<file path="config.mk">
export PLATFORM = sky130hd
export DESIGN_NAME = mem_loader
export DESIGN_NICKNAME = d
export VERILOG_FILES = /design/src/rtl/mem_loader.sv
export SDC_FILE = /design/constraint.sdc
export NUM_CORES = 1
export LEC_CHECK = 0
export CORE_ASPECT_RATIO = 1.5
export CORE_MARGIN = 8
export CORE_UTILIZATION = 50
export CTS_CLUSTER_SIZE = 14
export DETAILED_ROUTE_END_ITERATION = 8
export PLACE_DENSITY = 0.84
export SYNTH_ARGS = -nofsm -noshare
export SYNTH_HDL_FRONTEND = slang
export SYNTH_SLANG_ARGS = --single-unit
</file>
<file path="constraint.sdc">
create_clock -name ph1 -period 3.1 [get_ports ph1]
set_input_delay 0.465 -clock ph1 [delete_from_list [all_inputs] [get_ports ph1]]
set_output_delay 0.465 -clock ph1 [all_outputs]
set_load 0.02 [all_outputs]
</file>
<file path="src/rtl/mem_loader.sv">
// mem_loader: boot-time bus initiator for the hmc-6502 memory system.
// Receives a framed byte stream (addr, len, payload, checksum), writes the
// payload into memory, reads it back to verify, then releases the CPU.
//
// state  | meaning
// -------+---------------------------------------------------------------
// IDLE   | after reset, waiting for start; bus left to the CPU
// H_ALO  | waiting for start-address low byte
// H_AHI  | waiting for start-address high byte
// H_LLO  | waiting for payload-length low byte
// H_LHI  | waiting for payload-length high byte
// RECV   | waiting for next payload byte
// WRITE  | one-cycle memory write of the latched byte
// CHK    | waiting for checksum byte
// V_ADDR | presenting read address for verify
// V_DATA | accumulating read-back byte
// DONE   | load verified; CPU released
// FAIL   | checksum or verify error; CPU held in reset
module mem_loader (
    input  logic        ph1,
    input  logic        reset,
    input  logic        start,
    input  logic        in_valid,
    input  logic [7:0]  in_data,
    output logic        in_ready,
    output logic [15:0] address,
    output logic [7:0]  data_out,
    output logic        data_oe,
    input  logic [7:0]  data_in,
    output logic        read_en,
    output logic        bus_own,
    output logic        cpu_reset,
    output logic        done,
    output logic [1:0]  error
);

    typedef enum logic [3:0] {
        S_IDLE, S_H_ALO, S_H_AHI, S_H_LLO, S_H_LHI, S_RECV, S_WRITE,
        S_CHK, S_V_ADDR, S_V_DATA, S_DONE, S_FAIL
    } state_t;

    state_t      r_state;
    state_t      w_next;
    logic [15:0] r_ptr;
    logic [15:0] r_len;
    logic [15:0] r_hdr_ptr;
    logic [15:0] r_hdr_len;
    logic [7:0]  r_byte;
    logic [7:0]  r_fsum;
    logic [7:0]  r_wsum;
    logic [7:0]  r_rsum;
    logic [1:0]  r_error;

    logic        w_accept;
    logic        w_session_start;
    logic [7:0]  w_fsum_next;
    logic [7:0]  w_rsum_next;
    logic        w_last;

    assign w_accept        = in_valid & in_ready;
    assign w_session_start = start & ((r_state == S_IDLE) || (r_state == S_DONE) ||
                                      (r_state == S_FAIL));
    assign w_fsum_next     = r_fsum + in_data;
    assign w_rsum_next     = r_rsum + data_in;
    // len is decremented on the same edge that leaves WRITE/V_DATA, so the
    // final byte is the one seen while len still reads 1.
    assign w_last          = (r_len == 16'd1);

    // The bus address simply follows the pointer; it is held through V_DATA
    // so a memory with either combinational or registered read sees it.
    assign address  = r_ptr;
    assign data_out = r_byte;
    assign error    = r_error;

    // State register.
    always_ff @(posedge ph1 or posedge reset) begin
        if (reset) r_state <= S_IDLE;
        else       r_state <= w_next;
    end

    // Next-state and output decode; outputs depend on state only.
    always_comb begin
        w_next    = r_state;
        in_ready  = 1'b0;
        bus_own   = 1'b1;
        cpu_reset = 1'b1;
        done      = 1'b0;
        data_oe   = 1'b0;
        read_en   = 1'b1;
        case (r_state)
            S_IDLE: begin
                bus_own = 1'b0;
                if (start) w_next = S_H_ALO;
            end
            S_H_ALO: begin
                in_ready = 1'b1;
                if (w_accept) w_next = S_H_AHI;
            end
            S_H_AHI: begin
                in_ready = 1'b1;
                if (w_accept) w_next = S_H_LLO;
            end
            S_H_LLO: begin
                in_ready = 1'b1;
                if (w_accept) w_next = S_H_LHI;
            end
            S_H_LHI: begin
                in_ready = 1'b1;
                if (w_accept)
                    w_next = ({in_data, r_len[7:0]} != 16'd0) ? S_RECV : S_CHK;
            end
            S_RECV: begin
                in_ready = 1'b1;
                if (w_accept) w_next = S_WRITE;
            end
            S_WRITE: begin
                data_oe = 1'b1;
                read_en = 1'b0;
                w_next  = w_last ? S_CHK : S_RECV;
            end
            S_CHK: begin
                in_ready = 1'b1;
                if (w_accept) begin
                    if (w_fsum_next != 8'h00)      w_next = S_FAIL;
                    else if (r_hdr_len == 16'd0)   w_next = S_DONE;
                    else                           w_next = S_V_ADDR;
                end
            end
            S_V_ADDR: w_next = S_V_DATA;
            S_V_DATA: begin
                if (!w_last)                    w_next = S_V_ADDR;
                else if (w_rsum_next == r_wsum) w_next = S_DONE;
                else                            w_next = S_FAIL;
            end
            S_DONE: begin
                bus_own   = 1'b0;
                cpu_reset = 1'b0;
                done      = 1'b1;
                if (start) w_next = S_H_ALO;
            end
            S_FAIL: begin
                bus_own = 1'b0;
                if (start) w_next = S_H_ALO;
            end
            default: w_next = S_IDLE;
        endcase
    end

    // Datapath: header capture, pointer/length stepping, sums and error code.
    always_ff @(posedge ph1 or posedge reset) begin
        if (reset) begin
            r_ptr     <= 16'h0000;
            r_len     <= 16'h0000;
            r_hdr_ptr <= 16'h0000;
            r_hdr_len <= 16'h0000;
            r_byte    <= 8'h00;
            r_fsum    <= 8'h00;
            r_wsum    <= 8'h00;
            r_rsum    <= 8'h00;
            r_error   <= 2'b00;
        end else if (w_session_start) begin
            r_fsum  <= 8'h00;
            r_wsum  <= 8'h00;
            r_rsum  <= 8'h00;
            r_error <= 2'b00;
        end else begin
            if (w_accept) r_fsum <= w_fsum_next;
            case (r_state)
                S_H_ALO: if (w_accept) r_ptr[7:0]  <= in_data;
                S_H_AHI: if (w_accept) r_ptr[15:8] <= in_data;
                S_H_LLO: if (w_accept) r_len[7:0]  <= in_data;
                S_H_LHI: if (w_accept) begin
                    r_len[15:8] <= in_data;
                    r_hdr_ptr   <= r_ptr;
                    r_hdr_len   <= {in_data, r_len[7:0]};
                end
                S_RECV: if (w_accept) begin
                    r_byte <= in_data;
                    r_wsum <= r_wsum + in_data;
                end
                S_WRITE: begin
                    r_ptr <= r_ptr + 16'd1;
                    r_len <= r_len - 16'd1;
                end
                S_CHK: if (w_accept) begin
                    if (w_fsum_next == 8'h00) begin
                        r_ptr  <= r_hdr_ptr;
                        r_len  <= r_hdr_len;
                        r_rsum <= 8'h00;
                    end else begin
                        r_error <= 2'b01;
                    end
                end
                S_V_DATA: begin
                    r_rsum <= w_rsum_next;
                    r_ptr  <= r_ptr + 16'd1;
                    r_len  <= r_len - 16'd1;
                    if (w_last && (w_rsum_next != r_wsum)) r_error <= 2'b10;
                end
                default: ;
            endcase
        end
    end

endmodule

</file>
==> impl_metrics.tcl, run 1 <==
set metrics [dict create \
    synthCells 677 \
    wl_um 19300 \
    globalRouteOverflowTotal 0 \
    clockBufferDepth 2 \
    dp_cells 915 \
    finalCritPeriodShare_pct 96.6 \
    hp-class "flop to flop" \
    path_max_fanout 3 \
    layout-area-overhead-vs-synth_pct 22.0 \
    cts_sinks 102 \
    grt_pass1_vias 6246 \
    final_common_cell "dfrtp_1" \
    cp-end-kind "flop" \
    ctsHoldBuffers 0 \
    cap_viol_max_count 0 \
    ys.flop_type "dfrtp_1" \
    fmax_mhz 334 \
    critical_path_class "primary input to flop" \
    initial_core_util_pct 50.6 \
    place.gp.congestion 0.930 \
    tightest_slew_ns 0.730 \
    finalWorstSetupSlack_ns 0.106 \
    drt-pass1-iter-count 8 \
    syn_area_um2 6490 \
    synth_edf_count 0 \
    r2r-end "address[13]" \
    syn-num-nets 724 \
    yosysSeqAreaShare_pct 39.3 \
    wire_per_inst_um 20.7 \
    finalSetupTns_ns 0 \
    hpwl_um 13900 \
    clockRootBuffer "clkbuf_16" \
    relSlewSlack_pct 51.3 \
    ant_nets 0 \
    drt_first_iter_violations 472 \
    pin_count 52 \
    routed_via_density 6.49 \
    drive_gt1_share_pct 18.7 \
    powerDensity_nw_per_um2 1090 \
    layout_common_cells "102 x dfrtp_1, 60 x buf_4, 57 x nand2_1, 55 x nor2_1, 51 x clkdlybuf4s50_1" \
    worst_ep_arrival_time_ns 3.22 \
    antenna_found_initial 0 \
    die_w_um 109 \
    rsz0062_at_grt "false" \
    preCtsSetupSlack_ns -0.543 \
    cts_tree "yes" \
    min_path_cells 2 \
    r2r-start "r_fsum[0]" \
    fin_cells 933 \
    hold_ws_ns 0.489 \
    io_buffers 51 \
    antennaDiodeCount 0 \
    synth.distinct_cells 86 \
    clk_latency_ns 0.36 \
    syn_area_per_cell_um2 9.58 \
    nFillCells 1050 \
    post-route-drc-count 0 \
    core_um2 12800 \
    placementRows 51 \
    min_to "r_hdr_ptr[5]" \
    ys_ff_latch 102 \
    min_period_ns 2.99 \
    die_area_um2 17000 \
    track_usage_pct 23.5 \
    die_y_um 156 \
    cts_buffers 9 \
    synth_warnings 0 \
    p_leak_nw 3.43 \
    setup_viol 0 \
    clk_pin_slew_ns 0.07 \
    ir_drop_mv 0.519 \
    async_flop_share_pct 100 \
    grt_max_degree 103 \
    fin_nets 816 \
    worstPathRequired_ns 3.33 \
    finalHoldViolCount 0 \
    r2r_slack_ns 0.30 \
    rr_worst_depth 10 \
    cts_htree_levels 3 \
    grt_pass1_wl_um 31400 \
    cp-start-kind "primary input" \
    utilization_pct 61.7 \
    report.final.slew_viol_count 0 \
    fin_skew_ns 0.0102 \
    hp-start "r_hdr_ptr[5]" \
    outcome "complete, no violations" \
    vias 6051 \
]
through the flow:
stage                     instance area, um2  total power [W]
after floorplan                         6490          0.00555
after global placement                  7540          0.00703
after detailed placement                7540          0.00727
after CTS                               7870          0.00853
after global routing                    7920          0.00917
final                                   7920          0.00862
repair_timing:
action | CTS | global route
setup buffers | 0 | 2
setup endpoints to repair | 28 | 29
pin swaps | 0 | 3
resized for setup | 2 | 7
worst max-delay path, cell delays in order:
cell	delay (ns)
clkdlybuf4s50_1	0.46
ha_1	0.16
inv_1	0.06
fa_1	0.54
xor2_1	0.17
nand2_1	0.08
nor4_1	0.28
o221ai_1	0.19
or4b_1	0.56
nand3_1	0.16
o211ai_1	0.10
worst max-delay path by stage:
stage	startpoint	to	depth (start not counted)	slack, ns
3_5_place_dp	in_data[0]	address[13]	12	-0.54
3_3_place_gp	in_data[0]	address[13]	12	-0.33
4_1_cts	in_data[0]	address[13]	12	0.003
2_1_floorplan	in_data[0]	address[12]	10	0.26
5_1_grt	data_in[0]	r_state[0]	11	0.002
6_report	data_in[0]	r_state[0]	11	0.11
kinds of logic after synthesis:
kind of cell    count (synthesis)  synth area share, %
fa+ha+maj                      27                 5.55
flops                         102                 39.3
xor+xnor                       29                 4.47
buf+inv                        57                 3.53
mux                            39                 6.71
simple gates                  223                 17.9
compound gates                200                 22.5
per-layer routing:
layer  share of wire [%]  track usage (%)  up-vias  wire [um]
li1                    -                -     2721          -
met1                  37             26.6     2940       7140
met2                  50             39.0      298       9760
met3                 7.0             3.89       92       1360
met4                 5.6             16.8        0       1090
met5                   0                0        -          0
state kept, by name, indices dropped and copies added (netlist names):
signal     cells
address       16
data_out       8
error          2
r_fsum         8
r_hdr_len     16
r_hdr_ptr     16
r_len         16
r_rsum         8
r_state        4
r_wsum         8
power breakdown:
part           leakage, nW  switching, W  internal, W  total, W
Sequential            1.28      0.000694      0.00194   0.00264
Combinational         2.00       0.00251      0.00226   0.00477
Clock                0.153      0.000551     0.000663   0.00121
Total                 3.43       0.00376      0.00487   0.00862
synthesized netlist by cell type (all sizes together), types with 13 or more instances:
cell	number	area share, %
nor3	22	1.8
inv	25	1.4
nor2	56	3.2
xnor2	18	2.4
a211oi	13	1.7
a21oi	26	2.1
o21ai	55	4.3
ha	24	4.6
dfrtp	102	39
nand2	57	3.3
a221oi	13	1.8
a22o	20	2.7
clkbuf	20	1.2
mux2	36	6.2
nor4	13	1.3
area by class of cell:
type	count	area [um2]	area share, %
multi-input cells	518	3750	47.4
flip-flops and latches	102	2550	32.2
repair buffers	113	1000	12.6
clock buffers	10	239	3.02
well taps	159	199	2.51
inverters	25	97.6	1.23
clock inverters	6	77.6	0.980
Note: power is estimated with default switching activity, not from simulation.
==> run 2: changes to the inputs <==
CORE_MARGIN = 2   (was 8)
==> impl_metrics.tcl, run 2 (synthesis results as in run 1) <==
set metrics [dict create \
    nFillCells 1069 \
    grt_max_degree 60 \
    drt_first_iter_violations 685 \
    outcome "complete, no violations" \
    fin_cells 926 \
    powerDensity_nw_per_um2 1080 \
    cp-end-kind "flop" \
    worstPathRequired_ns 3.35 \
    seqPwrFrac_pct 31.2 \
    clk_latency_ns 0.36 \
    fin_nets 809 \
    drive_gt1_share_pct 18.6 \
    p_int_w 0.00469 \
    dp_cells 908 \
    die_w_um 97.0 \
    clockRootBuffer "clkbuf_16" \
    path_max_fanout 8 \
    cp-start-kind "primary input" \
    critical_path_class "primary input to flop" \
    finalHoldViolCount 0 \
    antennaDiodeCount 0 \
    antenna_found_initial 0 \
    die_area_um2 13900 \
    cap_viol_max_count 0 \
    grt_pass1_wl_um 31300 \
    clockBufferDepth 2 \
    fmax_mhz 332 \
    setup_viol 0 \
    p_leak_nw 3.41 \
    cts_sinks 102 \
    vias 6035 \
    core_um2 12800 \
    drt-pass1-iter-count 6 \
    fin_skew_ns 0.0100 \
    ant_nets 0 \
    hpwl_um 13700 \
    io_buffers 51 \
    final_common_cell "dfrtp_1" \
    power_switching_w 0.00380 \
    place.gp.congestion 0.957 \
    track_usage_pct 28.1 \
    worst_ep_arrival_time_ns 3.26 \
    routed_via_density 6.52 \
    min_period_ns 3.01 \
    crit_start "in_data[0]" \
    hold_ws_ns 0.493 \
    layout-area-overhead-vs-synth_pct 21.1 \
    placementRows 51 \
    ir_drop_mv 0.648 \
    fin_area_um2 7860 \
    wl_um 19200 \
    layout_common_cells "102 x dfrtp_1, 57 x nand2_1, 54 x nor2_1, 54 x buf_4, 49 x clkdlybuf4s50_1" \
    globalRouteOverflowTotal 0 \
    hp-start "r_hdr_ptr[6]" \
    pwr-share-clk_pct 13.4 \
    tightest_slew_ns 0.713 \
    relSlewSlack_pct 52.5 \
    dpl_cell_area_um2 7480 \
    post-route-drc-count 0 \
    grt_pass1_vias 6269 \
    report.final.slew_viol_count 0 \
    cts_buffers 9 \
    r2r-start "r_fsum[0]" \
    pin_count 52 \
    swShare_pct 44.8 \
    finalCritPeriodShare_pct 97.2 \
    wire_per_inst_um 20.7 \
    finalSetupTns_ns 0 \
    die_y_um 144 \
    clk_pin_slew_ns 0.08 \
    pwr-share-comb_pct 55.5 \
    initial_core_util_pct 50.6 \
    cts_tree "yes" \
    hp-class "flop to flop" \
    cts_htree_levels 3 \
]
run 2: changes by cell type in the layout (fill, tap and decap cells not counted), sizes merged:
| cell | before | now |
|---|---|---|
| dlymetal6s2s | 0 | 2 |
| buf | 62 | 55 |
| inv | 26 | 27 |
| clkdlybuf4s50 | 51 | 49 |
| bufinv | 1 | 0 |
| clkinv | 2 | 3 |
| clkbuf | 10 | 9 |
run 2: final timing paths:
check | endpoint | slack [ns] | cells after the start
max | r_rsum[5] | 0.09 | 11
min | r_hdr_ptr[6] | 0.49 | 2
max reg2reg | r_rsum[5] | 0.29 | 10
min reg2reg | r_hdr_ptr[6] | 0.49 | 2
max in group asynchronous | r_hdr_ptr[0] | 1.89 | 3
min in group asynchronous | error[1] | 0.51 | 2
run 2: per-layer routing:
| metal | part of all wire [%] | vias to the layer above | routed length (um) | GRT usage, % |
|---|---|---|---|---|
| met1 | 37 | 2874 | 7050 | 32.4 |
| met3 | 7.0 | 105 | 1350 | 5.20 |
| met4 | 7.1 | 0 | 1360 | 21.5 |
| met2 | 49 | 352 | 9450 | 46.2 |
| li1 | - | 2704 | - | - |
| met5 | 0 | - | 0 | 0 |
run 2: per-stage QoR:
stage | worst slack [ns] | util, % | power (W)
2_1_floorplan | 0.259 | - | 0.00555
3_3_place_gp | -0.389 | 58.3 | 0.00690
3_5_place_dp | -0.560 | 58.3 | 0.00713
4_1_cts | 0.0301 | 60.7 | 0.00831
5_1_grt | -0.0305 | 61.3 | 0.00900
6_report | 0.0881 | 61.3 | 0.00849
run 2: layout make-up:
type / count / area (um2) / area share (%)
clock inverter: 7 / 66.3 / 0.844
multi-input combinational: 518 / 3780 / 48.1
sequential: 102 / 2550 / 32.5
clock buffer: 9 / 225 / 2.87
tap: 159 / 199 / 2.53
timing repair buffer: 106 / 941 / 12.0
inverter: 25 / 97.6 / 1.24
run 2: worst max-delay path, stage by stage:
cell and delay [ns]:
clkdlybuf4s50_1 0.44, ha_1 0.25, fa_2 0.39, a211oi_4 0.25
or4b_1 0.17, o211ai_2 0.15, or2_4 0.32, nor4_4 0.30
buf_4 0.18, o21ai_4 0.09, a22o_1 0.25
run 2: timing repair:
action / 4_1_cts / 5_1_grt
resized for setup: 3 / 14
setup endpoints to repair: 31 / 36
hold buffers: 0 / 0
pin swaps: 0 / 7
setup buffers: 0 / 2
run 2: power groups by stage:
stage	Combinational (W)	Clock, W	Sequential, W
finish	0.00471	0.00114	0.00264
global route	0.00510	0.00119	0.00272
CTS	0.00456	0.00114	0.00261
detailed placement	0.00451	0	0.00263
global placement	0.00432	0	0.00258
floorplan	0.00298	0	0.00258
==> run 3: changes to the inputs <==
CORE_UTILIZATION = 51   (was 50)
PLACE_DENSITY = 0.82   (was 0.84)
clock period = 2.95 ns   (was 3.1 ns; I/O delays follow)
==> impl_metrics.tcl, run 3 (synthesis results as in run 1) <==
set metrics [dict create \
    cap_viol_max_count 0 \
    vias 6095 \
    multi_input_area_um2 3850 \
    pin_count 52 \
    cts_sinks 102 \
    placementRows 50 \
    hold_ws_ns 0.495 \
    finalCritPeriodShare_pct 100 \
    wire_per_inst_um 21.2 \
    drive_gt1_share_pct 20.6 \
    cts_buffers 9 \
    final_common_cell "dfrtp_1" \
    critical_path_class "flop to flop" \
    grt_pass1_vias 6159 \
    hpwl_um 14000 \
    antennaDiodeCount 0 \
    cts_tree "yes" \
    grt_pass1_wl_um 31400 \
    hp-class "flop to flop" \
    wl_um 19800 \
    fmax_mhz 338 \
    slowest_delay_ns 0.42 \
    utilization_pct 64.7 \
    finalWorstSetupSlack_ns -0.00950 \
    nFillCells 971 \
    report.final.slew_viol_count 0 \
    seq_area_um2 2550 \
    relSlewSlack_pct 50.7 \
    fin_skew_ns 0.0106 \
    crit_top_cell "buf_4" \
    outcome "finished, violations left" \
    ant_nets 0 \
    layout-area-overhead-vs-synth_pct 24.1 \
    ir_drop_mv 0.551 \
    drt-pass1-iter-count 6 \
    path_max_fanout 13 \
    cp-start-kind "flop" \
    antenna_found_initial 0 \
    setup_viol 1 \
    cts_htree_levels 3 \
    powerDensity_nw_per_um2 1150 \
    cpMaxStageDelayCell "dfrtp_1" \
    dp_cells 913 \
    post-route-drc-count 0 \
    ctsHoldBuffers 0 \
    drt_first_iter_violations 540 \
    io_buffers 51 \
    globalRouteOverflowTotal 0 \
    routed_via_density 6.53 \
    finalHoldViolCount 0 \
    worst_ep_arrival_time_ns 3.18 \
    clockBufferDepth 2 \
    fin_cells 933 \
    clockRootBuffer "clkbuf_16" \
    worstPathRequired_ns 3.17 \
    p_leak_nw 3.51 \
    track_usage_pct 29.9 \
    min_period_ns 2.96 \
    die_y_um 142 \
    grt_max_degree 103 \
    path_cells "ha_4 > fa_2 > buf_4 > xor2_1 > nor3_2 > o221ai_2 > buf_4 > nor4_1 > a21oi_1 > buf_4 > o21ai_0 > o21ai_1" \
    layout_common_cells "102 x dfrtp_1, 62 x buf_4, 57 x nand2_1, 53 x nor2_1, 47 x clkdlybuf4s50_1" \
    core_um2 12400 \
    clk_latency_ns 0.35 \
    place.gp.congestion 1.04 \
    failed_checks "negative setup slack" \
    initial_core_util_pct 52.1 \
    clk_pin_slew_ns 0.07 \
    tightest_slew_ns 0.734 \
    die_w_um 96.1 \
    fin_nets 819 \
    die_area_um2 13700 \
    cp-end-kind "flop" \
]
run 3: changes by cell type in the layout (fill, tap and decap cells not counted), sizes merged:
cell / previous run / this run
clkdlybuf4s50: 49 / 47
clkbuf: 9 / 12
clkinv: 3 / 2
buf: 55 / 65
dlymetal6s2s: 2 / 4
bufinv: 0 / 2
inv: 27 / 24
clkinvlp: 2 / 1
run 3: area by class of cell:
cell class	instances	area share, %
Clock inverter	4	0.870
Timing Repair Buffer	116	13.0
Multi-Input combinational cell	518	47.8
Tap cell	156	2.42
Sequential cell	102	31.7
Clock buffer	12	3.06
Inverter	25	1.21
run 3: metal layers:
layer  vias to the layer above  global-route usage [%]  routed length (um)
met5                         -                       0                   0
met4                         0                    20.7                1310
met3                        95                    4.93                1290
met2                       315                    48.3                9850
met1                      2961                    35.7                7330
li1                       2724                       -                   -
run 3: through the flow:
stage / TNS [ns] / instance area (um2) / total power [W] / worst slack (ns)
CTS: -0.0159 / 7920 / 0.00899 / -0.0159
global route: -0.380 / 8050 / 0.00980 / -0.0981
detailed placement: -20.97 / 7560 / 0.00764 / -0.550
global placement: -18.36 / 7560 / 0.00739 / -0.490
floorplan: 0 / 6490 / 0.00584 / 0.132
finish: -0.00950 / 8050 / 0.00925 / -0.00950
run 3: what timing repair did:
item                       4_1_cts  5_1_grt
gates resized for setup          8       24
setup endpoints to repair       42       41
buffers inserted                 0        4
pin swaps                        4       12
run 3: power breakdown:
group          leakage (nW)  internal, W  switching, W
clock network         0.157     0.000765      0.000517
registers              1.28      0.00205      0.000732
logic                  2.07      0.00242       0.00277
run 3: worst paths after layout:
| kind | start | to | slack [ns] | depth (start not counted) |
|---|---|---|---|---|
| max in group asynchronous | reset | r_len[10] | 1.95 | 3 |
| worst max-delay path | r_fsum[0] | r_len[3] | -0.009 | 12 |
| min in group asynchronous | reset | r_state[3] | 0.61 | 3 |
| worst max register to register | r_fsum[0] | r_len[3] | -0.009 | 12 |
| worst min-delay path | r_hdr_ptr[5] | r_hdr_ptr[5] | 0.49 | 2 |
| worst min register to register | r_hdr_ptr[5] | r_hdr_ptr[5] | 0.49 | 2 |
run 3: critical path, delay by kind of cell, from the launching register on:
| kind | cells | cell delay, ns |
|---|---|---|
| AOI/OAI and AO/OA | 4 | 0.61 |
| adders and majority gates | 2 | 0.56 |
| buffers and inverters | 3 | 0.55 |
| and+or+nand+nor | 2 | 0.52 |
| DFF | 1 | 0.42 |
| xor gates and xnor gates | 1 | 0.15 |
